$ cat src/rtl/stopwatch_ctrl.sv
// Stopwatch control: key debounce, run/pause/lap/clear FSM and 100 ms tick scheduler.
// Optional long-press clear on the lap key is enabled by defining LONG_PRESS_CLR_EN.
module stopwatch_ctrl #(
    parameter int unsigned DB_CYCLES   = 500000,
    parameter int unsigned TICK_DIV    = 5000000,
    parameter int unsigned LONG_CYCLES = 100000000
) (
    input  logic       clk_50M,
    input  logic       rst,
    input  logic       key_start_n,
    input  logic       key_lap_n,
    output logic       tick_100ms,
    output logic       cnt_clr,
    output logic       lap_load,
    output logic       disp_sel,
    output logic       running,
    output logic [2:0] state
);

    localparam int unsigned DBW = $clog2(DB_CYCLES);
    localparam int unsigned PW  = $clog2(TICK_DIV);
    localparam logic [DBW-1:0] DB_LAST    = DBW'(DB_CYCLES - 1);
    localparam logic [PW-1:0]  PRESC_LAST = PW'(TICK_DIV - 1);
    localparam int unsigned K_START = 0;
    localparam int unsigned K_LAP   = 1;

    typedef enum logic [2:0] {
        S_IDLE  = 3'd0,
        S_RUN   = 3'd1,
        S_PAUSE = 3'd2,
        S_LAP   = 3'd3
    } state_t;

    logic [1:0]     w_key_raw;
    logic [1:0]     r_sync1;
    logic [1:0]     r_sync2;
    logic [1:0]     r_acc;
    logic [1:0]     r_evt;
    logic [DBW-1:0] r_db_cnt [2];

    state_t         r_state;
    state_t         w_state_nxt;
    logic           w_clr_nxt;
    logic           w_load_nxt;
    logic           w_start;
    logic           w_lap;
    logic           w_long_hit;
    logic           w_run_now;
    logic           w_run_nxt;

    logic [PW-1:0]  r_presc;
    logic [PW-1:0]  w_presc_nxt;
    logic           w_tick_nxt;
    logic           r_tick;
    logic           r_cnt_clr;
    logic           r_lap_load;

    assign w_key_raw = {key_lap_n, key_start_n};

    // Event fires on the same edge that accepts a low level, so it is already a registered pulse.
    always_ff @(posedge clk_50M) begin
        if (rst) begin
            r_sync1 <= '1;
            r_sync2 <= '1;
            r_acc   <= '1;
            r_evt   <= '0;
            for (int unsigned k = 0; k < 2; k++) begin
                r_db_cnt[k] <= '0;
            end
        end else begin
            r_sync1 <= w_key_raw;
            r_sync2 <= r_sync1;
            for (int unsigned k = 0; k < 2; k++) begin
                r_evt[k] <= 1'b0;
                if (r_sync2[k] != r_acc[k]) begin
                    if (r_db_cnt[k] == DB_LAST) begin
                        r_acc[k]    <= r_sync2[k];
                        r_db_cnt[k] <= '0;
                        r_evt[k]    <= ~r_sync2[k];
                    end else begin
                        r_db_cnt[k] <= r_db_cnt[k] + DBW'(1);
                    end
                end else begin
                    r_db_cnt[k] <= '0;
                end
            end
        end
    end

    assign w_start = r_evt[K_START];
    assign w_lap   = r_evt[K_LAP];

`ifdef LONG_PRESS_CLR_EN
    localparam int unsigned LW = $clog2(LONG_CYCLES + 1);
    localparam logic [LW-1:0] LONG_LAST = LW'(LONG_CYCLES - 1);
    localparam logic [LW-1:0] LONG_SAT  = LW'(LONG_CYCLES);

    logic [LW-1:0] r_long_cnt;

    // Saturating at LONG_CYCLES makes the hit condition true for exactly one cycle per hold.
    always_ff @(posedge clk_50M) begin
        if (rst || r_acc[K_LAP]) begin
            r_long_cnt <= '0;
        end else if (r_long_cnt != LONG_SAT) begin
            r_long_cnt <= r_long_cnt + LW'(1);
        end
    end

    assign w_long_hit = ~r_acc[K_LAP] && (r_long_cnt == LONG_LAST);
`else
    // Never true for a legal LONG_CYCLES; keeps the parameter referenced.
    assign w_long_hit = (LONG_CYCLES == 0);
`endif

    always_comb begin
        w_state_nxt = r_state;
        w_clr_nxt   = 1'b0;
        w_load_nxt  = 1'b0;
        case (r_state)
            S_IDLE: begin
                if (w_start) begin
                    w_state_nxt = S_RUN;
                end
            end
            S_RUN, S_LAP: begin
                if (w_start) begin
                    w_state_nxt = S_PAUSE;
                end else if (w_lap) begin
                    w_state_nxt = S_LAP;
                    w_load_nxt  = 1'b1;
                end
            end
            S_PAUSE: begin
                if (w_start) begin
                    w_state_nxt = S_RUN;
                end else if (w_lap) begin
                    w_state_nxt = S_IDLE;
                    w_clr_nxt   = 1'b1;
                end
            end
            default: begin
                w_state_nxt = S_IDLE;
            end
        endcase
        if (w_long_hit) begin
            w_state_nxt = S_IDLE;
            w_clr_nxt   = 1'b1;
            w_load_nxt  = 1'b0;
        end
    end

    assign w_run_now = (r_state == S_RUN) || (r_state == S_LAP);
    assign w_run_nxt = (w_state_nxt == S_RUN) || (w_state_nxt == S_LAP);

    // Counting only while running now and next suppresses the tick on the leaving edge.
    always_comb begin
        w_presc_nxt = r_presc;
        w_tick_nxt  = 1'b0;
        if ((r_state == S_IDLE) || w_clr_nxt) begin
            w_presc_nxt = '0;
        end else if (w_run_now && w_run_nxt) begin
            if (r_presc == PRESC_LAST) begin
                w_presc_nxt = '0;
                w_tick_nxt  = 1'b1;
            end else begin
                w_presc_nxt = r_presc + PW'(1);
            end
        end
    end

    always_ff @(posedge clk_50M) begin
        if (rst) begin
            r_state    <= S_IDLE;
            r_presc    <= '0;
            r_tick     <= 1'b0;
            r_cnt_clr  <= 1'b0;
            r_lap_load <= 1'b0;
        end else begin
            r_state    <= w_state_nxt;
            r_presc    <= w_presc_nxt;
            r_tick     <= w_tick_nxt;
            r_cnt_clr  <= w_clr_nxt;
            r_lap_load <= w_load_nxt;
        end
    end

    assign tick_100ms = r_tick;
    assign cnt_clr    = r_cnt_clr;
    assign lap_load   = r_lap_load;
    assign disp_sel   = (r_state == S_LAP);
    assign running    = w_run_now;
    assign state      = r_state;

endmodule

$ cat config.mk
export PLATFORM = sky130hd
export DESIGN_NAME = stopwatch_ctrl
export DESIGN_NICKNAME = d
export VERILOG_FILES = /design/src/rtl/stopwatch_ctrl.sv
export SDC_FILE = /design/constraint.sdc
export NUM_CORES = 1
export LEC_CHECK = 0
export BUFFER_PORTS_ARGS = -buffer_cell sky130_fd_sc_hd__buf_2
export CAP_MARGIN = 40
export CORE_ASPECT_RATIO = 0.7
export CORE_MARGIN = 10
export CORE_UTILIZATION = 40
export DETAILED_ROUTE_END_ITERATION = 10
export PLACE_DENSITY = 0.59
export SLEW_MARGIN = 20
export SYNTH_ARGS = -nofsm -noshare
export SYNTH_HDL_FRONTEND = slang
export SYNTH_SLANG_ARGS = --single-unit
export TNS_END_PERCENT = 50
$ cat constraint.sdc
create_clock -name clk_50M -period 4.2 [get_ports clk_50M]
set_clock_uncertainty 0.1 [all_clocks]
set_input_delay 0.42 -clock clk_50M [delete_from_list [all_inputs] [get_ports clk_50M]]
set_output_delay 0.42 -clock clk_50M [all_outputs]
set_load 0.005 [all_outputs]
### After elaboration in Yosys (flattened, before gate mapping)

Memory sizes are Yosys's and may differ from the RTL's.
Index checks and enable logic that the tools add are counted.

* register bits: 37
* bits in writable memories: 38
* output and inout bits: 8
* word-level logic and storage cells: 93
* memories: 1

Memory list
* r_db_cnt: words 2, width 19, rd ports 2, clocked after memory_dff 0, wr ports 2, line 39 `logic [DBW-1:0] r_db_cnt [2];`

* add/sub/neg operators: 3
* equal/unequal tests: 10
* mux-type cells: 41
* bitwise logic cells: 14
* reductions and logical operators: 13

Operators by type and width (number)
* two-way mux 19 bit: 6
* adder 19 x 1 -> 19 bit (second input constant): 2
* equality test 19 bit (second input constant): 2
* two-way mux 1 bit: 28
* adder 23 x 1 -> 23 bit (second input constant): 1
* equality test 23 bit (second input constant): 1
* two-way mux 23 bit: 1
* two-way mux 3 bit: 5
* equality test 3 x 2 -> 1 bit (second input constant): 3
* one-hot mux 3 bit (3 select lines): 1
* OR reduction 3 bit: 3
* NOT 1 bit: 8
* equality test 3 x 1 -> 1 bit (second input constant): 2
* OR 1 bit: 6
* OR reduction 2 bit: 3
* AND reduction 2 bit: 2
* logical NOT 3 bit: 1
* logical OR 1 bit: 3
* inequality test 1 bit: 2
* logical AND 1 bit: 1

### Longest topological paths before layout

Gate-level depths: netlist (run 1).
An unclocked memory read counts as a cell.

* depth after elaboration: 9
* depth in mapped cells: 6
* gate-level depth less buffers: 5

### Least setup slack after synthesis (run 1)

OpenSTA, ideal clock, no wires.

* kind: flip-flop to flip-flop
* start point: memory r_db_cnt[1][7] (netlist name)
* end point: memory r_db_cnt[1][10] (netlist name) (data pin)
* arrival: 1.989 ns
* path slack: 1.857 ns
* stages on the path, launching flop included: 6
* path buffers: 1
* cells stage by stage: edfxtp_1 or4b_1 or4_4 o211ai_4 buf_8 nor2_1

RTL lines (line)
* from (decl): 39

==> metrics.log, run 1 <==
INFO  metric reg2reg_slack = 1670 ps
INFO  metric finalWirelength = 7.24 mm
INFO  metric async_flop_share = 0%
INFO  metric pwr_density_cell = 366 nW/um^2
INFO  metric cts.repair.resized = 0
INFO  metric tritoncts = built
INFO  metric synth.top_cell.area_share = 30.4%
INFO  metric synth_simple_gate_area_share = 27.2%
INFO  metric drtAntennaViolNets = 0
INFO  metric cts_htree_levels = 3
INFO  metric muxShareOfSynthArea = 0.533%
INFO  metric hold_path_end = r_sync1[1]
INFO  metric r2r-start = r_db_cnt[1][7]
INFO  metric vdd_drop_max = 0.000196 V
INFO  metric clkSinkCount = 75
INFO  metric dr.first_iter.drc_count = 161
INFO  metric chain_of_cells_forming_the_critical_path = or4b_1 -> or4_4 -> o211ai_4 -> nor2_1
INFO  metric cts-root-to-sink-buffers = 2
INFO  metric timing.reg2reg.worst_path_depth = 4
INFO  metric via_per_inst = 5.13
INFO  metric critical-path-top-delay-family = simple AND/OR/NAND/NOR gates
INFO  metric worst_skew_pair_later_pin_latency = 340 ps
INFO  metric final-setup-viol-count = 0
INFO  metric start_util = 41.2%
INFO  metric ios = 12
INFO  metric critical_path.slowest_cell = sky130_fd_sc_hd__or4_4
INFO  metric post_route_standard_cell_area_excluding_fillers = 4370 sq um
INFO  metric hold_path_depth = 2
INFO  metric cp-startpoint = r_db_cnt[1][7]
INFO  metric chipWidth = 136 microns
INFO  metric post_synthesis_area_per_instance = 9.83 sq um
INFO  metric place.detailed.hpwl = 5.14 mm
INFO  metric crit_path_end_kind = register
INFO  metric post_cts.repair.setup_buffers = 0
INFO  metric final-max-slew-violation-count = 0
INFO  metric grt_pass1_vias = 2666
INFO  metric cts_hold_buffers = 0
INFO  metric register_clock_pin_slew_on_the_reported_worst_setup_and_hold_paths = 60 ps
INFO  metric io_buffer_count = 11
INFO  metric fmax = 395 MHz
INFO  metric critical_path_arrival = 2510 ps
INFO  metric slew_headroom = 43.7%
INFO  metric gp_congestion = 0.788
INFO  metric route.vias.total = 2872
INFO  metric critPathMaxStageDelay = 580 ps
INFO  metric grt_util_all_layers = 11.3%
INFO  metric postSynthCellCount = 382
INFO  metric worst-endpoint-required = 4170 ps
INFO  metric cp_max_fo = 19
INFO  metric min_from = key_lap_n
INFO  metric yosysUniqueCellTypes = 42
INFO  metric synth_top_cells_by_area = sky130_fd_sc_hd__edfxtp_1 (30%), sky130_fd_sc_hd__dfxtp_1 (20%), sky130_fd_sc_hd__xnor2_1 (6.1%), sky130_fd_sc_hd__nor2_1 (4.2%), sky130_fd_sc_hd__or3_1 (2.8%)
INFO  metric synth-seq-cells = 75
INFO  metric hold_violations_final = 0
INFO  metric die_area = 13700 sq um
INFO  metric num_rows = 29
INFO  metric first_pass_iters = 4
INFO  metric totalNegativeSetupSlack = 0 ps
INFO  metric worstPathBufferInverterCount = 0
INFO  metric ys.warnings.count = 0
INFO  metric die_height = 101 microns
INFO  metric post_dp_cell_area = 4090 sq um
INFO  metric cp_startpoint_kind = register
INFO  metric mappedNetlistArea = 3760 sq um
INFO  metric worstReg2RegEnd = r_db_cnt[1][5]
INFO  metric grt_max_degree = 20
INFO  metric post_synth_xor_area_fraction = 8.86%
INFO  metric num_antenna_cells = 0
INFO  metric fin_nets = 438
INFO  metric post-route-min-period = 2530 ps
INFO  metric grt_remaining_overflow = 0
INFO  metric synth_commonest_cells = sky130_fd_sc_hd__nor2_1 (42), sky130_fd_sc_hd__edfxtp_1 (38), sky130_fd_sc_hd__dfxtp_1 (37), sky130_fd_sc_hd__xnor2_1 (26), sky130_fd_sc_hd__nand3_1 (21)
INFO  metric synth_ff_type = sky130_fd_sc_hd__edfxtp_1
INFO  metric detail_route.drc_violations = 0
INFO  metric post_route_cells_drive_above_1_share = 9.86%
INFO  metric grt_pass1_wl = 12.6 mm
INFO  metric post_drt_wl_per_cell = 12.9 microns
INFO  metric root_buffer = sky130_fd_sc_hd__clkbuf_16
INFO  metric final.period_utilization = 60.3%
INFO  metric area_growth = 16.5%
INFO  metric worst_pin_slew = 838 ps
INFO  metric max-cap-violations = 0
INFO  metric power.static_leakage = 0.00145 uW
INFO  metric holdCritPathClass = primary input to register
INFO  metric synth_enable_flop_cells = 38
INFO  metric cts_made_buffers = 9
INFO  metric synth_most_common_cell = sky130_fd_sc_hd__nor2_1
INFO  metric dominant_combinational_cell_family_by_area_after_synthesis = simple AND/OR/NAND/NOR gates
INFO  metric post_synth_fa_ha_maj_area_fraction = 0.999%
INFO  metric rsz0062_at_grt = false
INFO  metric synth_seq_area_share = 50.1%
INFO  metric crit_path_kind = register to register
INFO  metric status = complete, no violations
INFO  metric synth.largest_area_cell = sky130_fd_sc_hd__edfxtp_1
INFO  metric core_region_area = 9110 sq um
INFO  metric synth-compound-area-share = 8.69%
INFO  metric fill_cells = 868
INFO  metric number_of_antenna_violations_at_the_first_check_in_global_routing = 0
[metal layers]
metal  up-vias  GRT usage, %  share of wire [%]
met2        37          14.9                 39
met3         9          3.88                4.0
met5         -             0                  0
met1      1351          16.1                 55
li1       1475             -                  -
met4         0          4.79                1.6
[state kept, by name (all words and copies together), names as in the netlist]
signal	cells
cnt_clr	1
lap_load	1
r_acc	2
r_db_cnt	38
r_evt	2
r_presc	23
r_sync1	2
r_sync2	2
state	3
tick_100ms	1
[where the power goes]
group	switching [uW]	total, uW	internal (uW)
Sequential	19.6	807	787
Clock	304	746	442
Combinational	28.3	46.7	18.5
Total	352	1600	1250
[worst register-to-register path: cells and delay by family (launching register included)]
family           cells  cell delay [ps]
AO/OA/AOI/OAI        1              470
flip-flops           1              450
AND/OR/NAND/NOR      3             1240
[kinds of logic after synthesis]
logic type      count (synthesis)
mux                             2
buf+inv                        31
xor+xnor                       38
simple gates                  183
fa+ha+maj                       3
compound gates                 48
flops                          75
other cells                     2
[stage by stage]
step | hold slack (ps) | setup WS, ps | utilization, % | total power [uW] | cells
global route | 148 | 1530 | 48.0 | 1670 | 560
CTS | 148 | 1630 | 48.0 | 1620 | 560
detailed placement | 297 | 1630 | 44.9 | 868 | 544
finish | 156 | 1670 | 48.0 | 1600 | 560
floorplan | 289 | 1860 | - | 854 | 419
global placement | 298 | 1690 | 44.7 | 866 | 543
[area by class of cell]
cell class                 instances  area [sq um]  area share (%)
timing repair buffer              15          92.6            2.12
clock buffer                      12           259            5.92
tap                              124           155            3.55
clock inverter                     4          30.0           0.686
sequential                        75          1880            43.0
multi-input combinational        313          1890            43.2
inverter                          17          63.8            1.46
[layout by cell type, fill, tap and decap left out, types with 2 or more instances in the layout]
cell and count:
sky130_fd_sc_hd__nor2_1 42, sky130_fd_sc_hd__conb_1 39, sky130_fd_sc_hd__edfxtp_1 38, sky130_fd_sc_hd__dfxtp_1 37
sky130_fd_sc_hd__xnor2_1 26, sky130_fd_sc_hd__nand3_1 21, sky130_fd_sc_hd__nor3_1 18, sky130_fd_sc_hd__inv_1 17
sky130_fd_sc_hd__or3_1 17, sky130_fd_sc_hd__nand2_1 16, sky130_fd_sc_hd__nand4_1 15, sky130_fd_sc_hd__a211oi_1 13
sky130_fd_sc_hd__xor2_1 12, sky130_fd_sc_hd__o21ai_0 12, sky130_fd_sc_hd__or4_1 11, sky130_fd_sc_hd__buf_2 11
sky130_fd_sc_hd__o31ai_1 10, sky130_fd_sc_hd__clkbuf_16 10, sky130_fd_sc_hd__a21oi_1 8, sky130_fd_sc_hd__nor4_1 8
sky130_fd_sc_hd__or2_2 7, sky130_fd_sc_hd__and2_1 3, sky130_fd_sc_hd__nor4b_1 3, sky130_fd_sc_hd__and3_1 3
sky130_fd_sc_hd__ha_1 3, sky130_fd_sc_hd__buf_4 3, sky130_fd_sc_hd__nor2b_1 2, sky130_fd_sc_hd__nand4_2 2
sky130_fd_sc_hd__nor3b_1 2, sky130_fd_sc_hd__nand2b_1 2, sky130_fd_sc_hd__a211o_1 2, sky130_fd_sc_hd__nor4bb_1 2
sky130_fd_sc_hd__mux2i_1 2, sky130_fd_sc_hd__or4b_1 2, sky130_fd_sc_hd__and4_1 2, sky130_fd_sc_hd__inv_4 2
[worst max path at each step]
stage / slack, ps / cells after the start / end
floorplan: 1860 / 5 / r_db_cnt[1][10]
global placement: 1690 / 4 / r_db_cnt[1][2]
detailed placement: 1630 / 4 / r_db_cnt[1][13]
CTS: 1630 / 4 / r_db_cnt[1][13]
global route: 1530 / 4 / r_db_cnt[1][16]
finish: 1670 / 4 / r_db_cnt[1][5]
No activity file was read; power rests on OpenSTA's default activity.
==> run 2: changes to the inputs <==
--- a/config.mk
+++ b/config.mk
@@ -5,13 +5,14 @@
 export SDC_FILE = /design/constraint.sdc
 export NUM_CORES = 1
 export LEC_CHECK = 0
+export ABC_AREA = 1
 export BUFFER_PORTS_ARGS = -buffer_cell sky130_fd_sc_hd__buf_2
 export CAP_MARGIN = 40
 export CORE_ASPECT_RATIO = 0.7
 export CORE_MARGIN = 10
 export CORE_UTILIZATION = 40
 export DETAILED_ROUTE_END_ITERATION = 10
-export PLACE_DENSITY = 0.59
+export PLACE_DENSITY = 0.61
 export SLEW_MARGIN = 20
 export SYNTH_ARGS = -nofsm -noshare
 export SYNTH_HDL_FRONTEND = slang
==> constraint.sdc (replaced) <==
create_clock -name clk_50M -period 2.1 [get_ports clk_50M]
set_clock_uncertainty 0.1 [all_clocks]
set_input_delay 0.21 -clock clk_50M [delete_from_list [all_inputs] [get_ports clk_50M]]
set_output_delay 0.21 -clock clk_50M [all_outputs]
set_load 0.005 [all_outputs]
==> run 2 against run 1 <==
Effect of this change: non-clock buffer count is 2 higher; combinational power is 150% higher; sequential power is 100% higher; die area is 9.1% higher; sequential share of layout area is 4.1 points lower; register-to-register slack worse by 1500 ps; via count is 26% higher; global-route usage is 0.90 points higher; clock power is 100% higher; critical path depth is 4 higher; synthesized area is 11% higher; utilization is 0.93 points lower; critical path type unchanged.
==> metrics.log, run 2 <==
INFO  metric number_of_antenna_violations_at_the_first_check_in_global_routing = 0 (unchanged)
INFO  metric chipWidth = 142 microns (+4.6%)
INFO  metric first_pass_iters = 5 (+1)
INFO  metric area_growth = 16.1%
INFO  metric min_from = rst
INFO  metric synth_commonest_cells = sky130_fd_sc_hd__nand2_1 (132), sky130_fd_sc_hd__nor2_1 (115), sky130_fd_sc_hd__inv_1 (75), sky130_fd_sc_hd__edfxtp_1 (38), sky130_fd_sc_hd__dfxtp_1 (37)
INFO  metric register_clock_pin_slew_on_the_reported_worst_setup_and_hold_paths = 60 ps (about the same)
INFO  metric final.period_utilization = 91.3% (+31 points)
INFO  metric met2_usage = 16.3% (+1.4 points)
INFO  metric synth.top_cell.area_share = 27.4% (-3.0 points)
INFO  metric post_cts.repair.setup_buffers = 0 (unchanged)
INFO  metric tritoncts = built
INFO  metric post_route_cells_drive_above_1_share = 9.94% (+0.075 points)
INFO  metric rsz0062_at_grt = false
INFO  metric most-common-layout-cells = sky130_fd_sc_hd__nand2_1 (132), sky130_fd_sc_hd__nor2_1 (115), sky130_fd_sc_hd__inv_1 (75), sky130_fd_sc_hd__conb_1 (39), sky130_fd_sc_hd__edfxtp_1 (38)
INFO  metric fill_cells = 1025 (+18%)
INFO  metric cts_made_buffers = 9 (unchanged)
INFO  metric via_per_inst = 4.71 (-8.2%)
INFO  metric synth_top_cells_by_area = sky130_fd_sc_hd__edfxtp_1 (27%), sky130_fd_sc_hd__dfxtp_1 (18%), sky130_fd_sc_hd__nand2_1 (12%), sky130_fd_sc_hd__nor2_1 (10%), sky130_fd_sc_hd__inv_1 (6.8%)
INFO  metric die_height = 105 microns (+4.3%)
INFO  metric die_area = 15000 sq um (+9.1%)
INFO  metric final-setup-viol-count = 0 (unchanged)
INFO  metric synth.largest_area_cell = sky130_fd_sc_hd__edfxtp_1
INFO  metric post_route_standard_cell_area_excluding_fillers = 4840 sq um (+11%)
INFO  metric grt_util_all_layers = 12.2% (+0.90 points)
INFO  metric leading_cell_type_in_the_layout_fill_and_taps_excluded = sky130_fd_sc_hd__nand2_1
INFO  metric grt_remaining_overflow = 0 (unchanged)
INFO  metric async_flop_share = 0% (unchanged)
INFO  metric post-route-min-period = 1920 ps (-615 ps)
INFO  metric post_synthesis_area_per_instance = 7.34 sq um (-25%)
INFO  metric synth_most_common_cell = sky130_fd_sc_hd__nand2_1
INFO  metric final-max-slew-violation-count = 0 (unchanged)
INFO  metric synth-seq-cells = 75 (unchanged)
INFO  metric hold_path_depth = 2 (unchanged)
INFO  metric route.vias.total = 3608 (+26%)
INFO  metric worst_skew_pair_later_pin_latency = 340 ps (about the same)
INFO  metric number_of_flip_flops_in_the_largest_register = 38 (unchanged)
INFO  metric critical_path_arrival = 1920 ps (-590 ps)
INFO  metric hold_violations_final = 0 (unchanged)
INFO  metric grt_pass1_wl = 15.2 mm (+20%)
INFO  metric dr.first_iter.drc_count = 246 (+53%)
INFO  metric core_region_area = 10300 sq um (+13%)
INFO  metric num_rows = 31 (+6.9%)
INFO  metric cts-root-to-sink-buffers = 2 (unchanged)
INFO  metric synth_ff_type = sky130_fd_sc_hd__edfxtp_1
INFO  metric reg2reg_slack = 180 ps (-1480 ps)
INFO  metric hold_path_end = r_evt[0]
INFO  metric vdd_drop_max = 0.000381 V (+95%)
INFO  metric fin_nets = 636 (+45%)
INFO  metric holdCritPathClass = primary input to register
INFO  metric gp_congestion = 0.892 (+13%)
INFO  metric max-cap-violations = 0 (unchanged)
INFO  metric crit_path_end_kind = register
INFO  metric mappedNetlistArea = 4170 sq um (+11%)
INFO  metric top_usage_layer = met1
INFO  metric synth_seq_area_share = 45.1% (-5.0 points)
INFO  metric ios = 12 (unchanged)
INFO  metric met3_track_utilization_from_global_routing = 3.86% (-0.028 points)
INFO  metric power.static_leakage = 0.00203 uW (+40%)
INFO  metric place.detailed.hpwl = 6.55 mm (+27%)
INFO  metric cp_startpoint_kind = register
INFO  metric totalNegativeSetupSlack = 0 ps (unchanged)
INFO  metric register_area = 1880 sq um (unchanged)
INFO  metric postSynthCellCount = 568 (+49%)
INFO  metric cp_max_fo = 18 (-1)
INFO  metric multiInputGateArea = 2100 sq um (+11%)
INFO  metric cts_htree_levels = 3 (unchanged)
INFO  metric pwr_density_cell = 664 nW/um^2 (+82%)
INFO  metric post_dp_cell_area = 4530 sq um (+11%)
INFO  metric timing.reg2reg.worst_path_depth = 8 (+4)
INFO  metric root_buffer = sky130_fd_sc_hd__clkbuf_16
INFO  metric r2r-start = r_db_cnt[0][0]
INFO  metric global_routing_met1_resource_utilization = 17.9% (+1.8 points)
INFO  metric worstReg2RegEnd = r_db_cnt[0][15]
INFO  metric synth_enable_flop_cells = 38 (unchanged)
INFO  metric drtAntennaViolNets = 0 (unchanged)
INFO  metric grt_pass1_vias = 3257 (+22%)
INFO  metric ys.warnings.count = 0 (unchanged)
INFO  metric post_drt_wl_per_cell = 11.2 microns (-14%)
INFO  metric crit_path_kind = register to register
INFO  metric grt_max_degree = 19 (-5.0%)
INFO  metric io_buffer_count = 11 (unchanged)
INFO  metric fmax = 521 MHz (+32%)
INFO  metric status = complete, no violations
INFO  metric worst-endpoint-required = 2100 ps (-2070 ps)
INFO  metric clkSinkCount = 75 (unchanged)
INFO  metric num_antenna_cells = 0 (unchanged)
INFO  metric timing.hold.ws = 92.3 ps (-63.8 ps)
INFO  metric top_register = r_db_cnt
INFO  metric yosysUniqueCellTypes = 40 (-4.8%)
INFO  metric finalWirelength = 8.55 mm (+18%)
INFO  metric detail_route.drc_violations = 0 (unchanged)
INFO  metric start_util = 40.6% (-0.68 points)
==> run 2: cell count changes after synthesis, sizes merged, moves of 11 or more <==
| cell | change |
|---|---|
| nand2 | +125 |
| clkbuf | -12 |
| inv | +62 |
| or4 | -12 |
| xnor2 | -22 |
| a211oi | -13 |
| a21oi | +13 |
| nand3 | +11 |
| or3 | -17 |
| nor2 | +81 |
==> run 2: per-layer routing <==
metal	vias up	wire (microns)
met5	-	0
met4	0	132
met3	10	483
met2	77	3280
met1	1620	4650
li1	1901	-
==> run 2: layout make-up <==
type                    instances  area share [%]
inverters                      79            6.18
repair buffers                 17            2.17
multi-input cells             447            43.4
clock inverters                 4           0.620
well taps                     132            3.41
flip-flops and latches         75            38.9
clock buffers                  12            5.32
==> run 2: how the worst max path moves through the flow <==
stage	startpoint	end	slack, ps	depth (start not counted)
final	r_db_cnt[0][0]	r_db_cnt[0][15]	180	8
after global routing	r_db_cnt[0][0]	r_db_cnt[0][14]	20	6
after CTS	r_db_cnt[0][0]	r_db_cnt[0][15]	170	8
after detailed placement	r_db_cnt[0][0]	r_db_cnt[0][15]	190	8
after global placement	r_db_cnt[0][0]	r_db_cnt[0][15]	250	8
after floorplan	r_db_cnt[1][0]	r_db_cnt[1][14]	480	8
==> run 2: through the flow <==
step	setup slack, ps	utilization [%]	cells	total power [uW]
global placement	251	44.1	748	1750
CTS	174	47.1	766	3260
detailed placement	195	44.1	748	1750
global route	20.6	47.1	766	3340
finish	182	47.1	766	3220
floorplan	479	-	605	1720
==> run 2: cell families after synthesis <==
group / share of synthesized area [%]
xor+xnor: 3.36
buf+inv: 7.77
flops: 45.1
fa+ha+maj: 0.900
simple gates: 37.8
other cells: 0.180
compound gates: 4.80
==> run 2: timing repair <==
item                                   4_1_cts  5_1_grt
endpoints found under the hold margin        2        0
resized for setup                            0        0
hold buffers                                 2        0
setup endpoints to repair                    0        0
==> run 2: where the power goes <==
group / switching, uW / leakage [uW] / internal [uW] / total (uW)
clock: 614 / 0.000143 / 881 / 1490
sequential: 31.8 / 0.000692 / 1570 / 1610
combinational: 78.3 / 0.00119 / 37.2 / 116
total: 724 / 0.00203 / 2490 / 3220
==> run 2: worst max-delay path, stage by stage, from the launching register on <==
cell and delay [ps]:
sky130_fd_sc_hd__edfxtp_1 370, sky130_fd_sc_hd__ha_1 200, sky130_fd_sc_hd__nand3_1 170, sky130_fd_sc_hd__inv_1 170, sky130_fd_sc_hd__nand3_2 140, sky130_fd_sc_hd__nand3_2 310, sky130_fd_sc_hd__inv_1 100, sky130_fd_sc_hd__nand2_1 80
sky130_fd_sc_hd__inv_1 30
==> run 3: changes to the inputs <==
--- a/config.mk
+++ b/config.mk
@@ -9,7 +9,7 @@
 export BUFFER_PORTS_ARGS = -buffer_cell sky130_fd_sc_hd__buf_2
 export CAP_MARGIN = 40
 export CORE_ASPECT_RATIO = 0.7
-export CORE_MARGIN = 10
+export CORE_MARGIN = 3
 export CORE_UTILIZATION = 40
 export DETAILED_ROUTE_END_ITERATION = 10
 export PLACE_DENSITY = 0.61
==> run 3 against run 2 <==
Effect of this change: combinational power about the same; sequential power about the same; routed wire length up 1.6%; global-route usage up 3.8 points; critical endpoint is now r_db_cnt[1][3].
==> metrics.log, run 3 (synthesis results as in run 2) <==
INFO  metric crit_path_kind = register to register
INFO  metric number_of_antenna_violations_at_the_first_check_in_global_routing = 0 (unchanged)
INFO  metric core_region_area = 9910 sq um (-3.6%)
INFO  metric root_buffer = sky130_fd_sc_hd__clkbuf_16
INFO  metric route.vias.total = 3627 (+0.53%)
INFO  metric holdCritPathClass = primary input to register
INFO  metric final-setup-viol-count = 0 (unchanged)
INFO  metric ios = 12 (unchanged)
INFO  metric cts_made_buffers = 9 (unchanged)
INFO  metric io_buffer_count = 11 (unchanged)
INFO  metric worstReg2RegEnd = r_db_cnt[1][3]
INFO  metric area_growth = 16.7%
INFO  metric r2r-start = r_db_cnt[1][0]
INFO  metric most-common-layout-cells = sky130_fd_sc_hd__nand2_1 (132), sky130_fd_sc_hd__nor2_1 (115), sky130_fd_sc_hd__inv_1 (75), sky130_fd_sc_hd__conb_1 (39), sky130_fd_sc_hd__edfxtp_1 (38)
INFO  metric finalWirelength = 8.68 mm (+1.6%)
INFO  metric post_route_standard_cell_area_excluding_fillers = 4860 sq um (+0.47%)
INFO  metric grt_max_degree = 19 (unchanged)
INFO  metric clkSinkCount = 75 (unchanged)
INFO  metric cp-startpoint = r_db_cnt[1][0]
INFO  metric vdd_drop_max = 0.000394 V (+3.3%)
INFO  metric power.static_leakage = 0.00203 uW (-0.13%)
INFO  metric first_pass_iters = 4 (-1)
INFO  metric fmax = 523 MHz (+0.29%)
INFO  metric num_rows = 30 (-3.2%)
INFO  metric top_register = r_db_cnt
INFO  metric grt_util_all_layers = 16.0% (+3.8 points)
INFO  metric crit_path_end_kind = register
INFO  metric chipWidth = 128 microns (-9.9%)
INFO  metric status = complete, no violations
INFO  metric cp_max_fo = 9 (-9)
INFO  metric detail_route.drc_violations = 0 (unchanged)
INFO  metric fin_nets = 634 (-0.31%)
INFO  metric start_util = 42.1% (+1.5 points)
INFO  metric cp_startpoint_kind = register
INFO  metric timing.reg2reg.worst_path_depth = 7 (-1)
INFO  metric fill_cells = 983 (-4.1%)
INFO  metric final-max-slew-violation-count = 0 (unchanged)
INFO  metric num_antenna_cells = 0 (unchanged)
INFO  metric cts-root-to-sink-buffers = 2 (unchanged)
INFO  metric post_route_cells_drive_above_1_share = 9.81% (-0.13 points)
INFO  metric critPathCapture = r_db_cnt[1][3]
INFO  metric grt_pass1_vias = 3324 (+2.1%)
INFO  metric post-layout-total-power = 3370 uW (+4.8%)
INFO  metric post_dp_cell_area = 4510 sq um (-0.44%)
INFO  metric post-route-min-period = 1910 ps (-5.57 ps)
INFO  metric cts_htree_levels = 3 (unchanged)
INFO  metric critical_path_arrival = 1890 ps (-30 ps)
INFO  metric drtAntennaViolNets = 0 (unchanged)
INFO  metric worst_skew_pair_later_pin_latency = 340 ps (about the same)
INFO  metric die_height = 91.4 microns (-13%)
INFO  metric multiInputGateArea = 2110 sq um (+0.60%)
INFO  metric worst-endpoint-required = 2080 ps (-20 ps)
INFO  metric grt_remaining_overflow = 0 (unchanged)
INFO  metric pwr_density_cell = 693 nW/um^2 (+4.3%)
INFO  metric grt_pass1_wl = 15.1 mm (-0.69%)
INFO  metric hold_violations_final = 0 (unchanged)
INFO  metric tritoncts = built
INFO  metric post_drt_wl_per_cell = 11.4 microns (+2.4%)
INFO  metric timing.hold.ws = 99.6 ps (+7.31 ps)
INFO  metric number_of_flip_flops_in_the_largest_register = 38 (unchanged)
INFO  metric gp_congestion = 0.906 (+1.5%)
INFO  metric rsz0062_at_grt = false
INFO  metric final_util = 49.1% (+2.0 points)
INFO  metric max-cap-violations = 0 (unchanged)
INFO  metric reg2reg_slack = 190 ps (about the same)
INFO  metric die_area = 11700 sq um (-22%)
INFO  metric via_per_inst = 4.77 (+1.3%)
INFO  metric totalNegativeSetupSlack = 0 ps (unchanged)
INFO  metric register_area = 1880 sq um (unchanged)
INFO  metric dr.first_iter.drc_count = 236 (-4.1%)
INFO  metric leading_cell_type_in_the_layout_fill_and_taps_excluded = sky130_fd_sc_hd__nand2_1
INFO  metric final.period_utilization = 91.1% (-0.27 points)
INFO  metric place.detailed.hpwl = 6.57 mm (+0.28%)
INFO  metric register_clock_pin_slew_on_the_reported_worst_setup_and_hold_paths = 60 ps (about the same)
-- run 3: cell types whose count changed in the layout (fill, tap and decap cells not counted), sizes merged --
cell	change
buf	-2
clkbuf	-1
clkinvlp	+1
bufinv	+2
inv	-2
-- run 3: final cells by class --
cell class / instances / area share [%]
Timing Repair Buffer: 15 / 1.85
Clock buffer: 11 / 4.79
Multi-Input combinational cell: 447 / 43.5
Sequential cell: 75 / 38.7
Clock inverter: 5 / 1.75
Tap cell: 128 / 3.29
Inverter: 79 / 6.15
-- run 3: metrics by stage --
| step | worst slack [ps] | std cells |
|---|---|---|
| 2_1_floorplan | 479 | 605 |
| 3_3_place_gp | 228 | 742 |
| 3_5_place_dp | 130 | 742 |
| 4_1_cts | 112 | 760 |
| 5_1_grt | 3.89 | 760 |
| 6_report | 188 | 760 |
-- run 3: timing repair --
action | in CTS | in global routing
hold endpoints to repair | 2 | 0
setup endpoints to repair | 0 | 5
buffers inserted | 0 | 0
gates resized for setup | 0 | 2
hold buffers | 2 | 0
-- run 3: worst min-delay path by stage --
| stage | start | endpoint | slack, ps | depth (start not counted) |
|---|---|---|---|---|
| after floorplan | key_start_n | r_sync1[0] | 210 | 1 |
| after global placement | r_sync1[0] | r_sync2[0] | 290 | 1 |
| after detailed placement | r_sync1[0] | r_sync2[0] | 300 | 1 |
| after CTS | rst | lap_load | 80 | 2 |
| after global routing | rst | cnt_clr | 110 | 2 |
| final | rst | lap_load | 100 | 2 |
-- run 3: per-layer routing --
metal,global-route usage (%),vias to the layer above,wire length (microns)
met5,0,-,0
met3,4.35,13,399
met4,5.83,0,141
met2,23.5,77,3600
li1,-,1904,-
met1,22.4,1633,4540
-- run 3: critical path, stage by stage, from the launching register on --
cell                       delay, ps
sky130_fd_sc_hd__edfxtp_1        420
sky130_fd_sc_hd__ha_1            280
sky130_fd_sc_hd__nand2_1         100
sky130_fd_sc_hd__nor2_1          100
sky130_fd_sc_hd__nand3_1         180
sky130_fd_sc_hd__nand2_2         230
sky130_fd_sc_hd__buf_4           200
sky130_fd_sc_hd__a21oi_1          50
-- run 3: power breakdown --
group / switching [uW] / internal (uW) / total [uW]
registers: 34.0 / 1570 / 1610
logic: 79.1 / 36.7 / 116
clock network: 600 / 1050 / 1650
total: 713 / 2660 / 3370
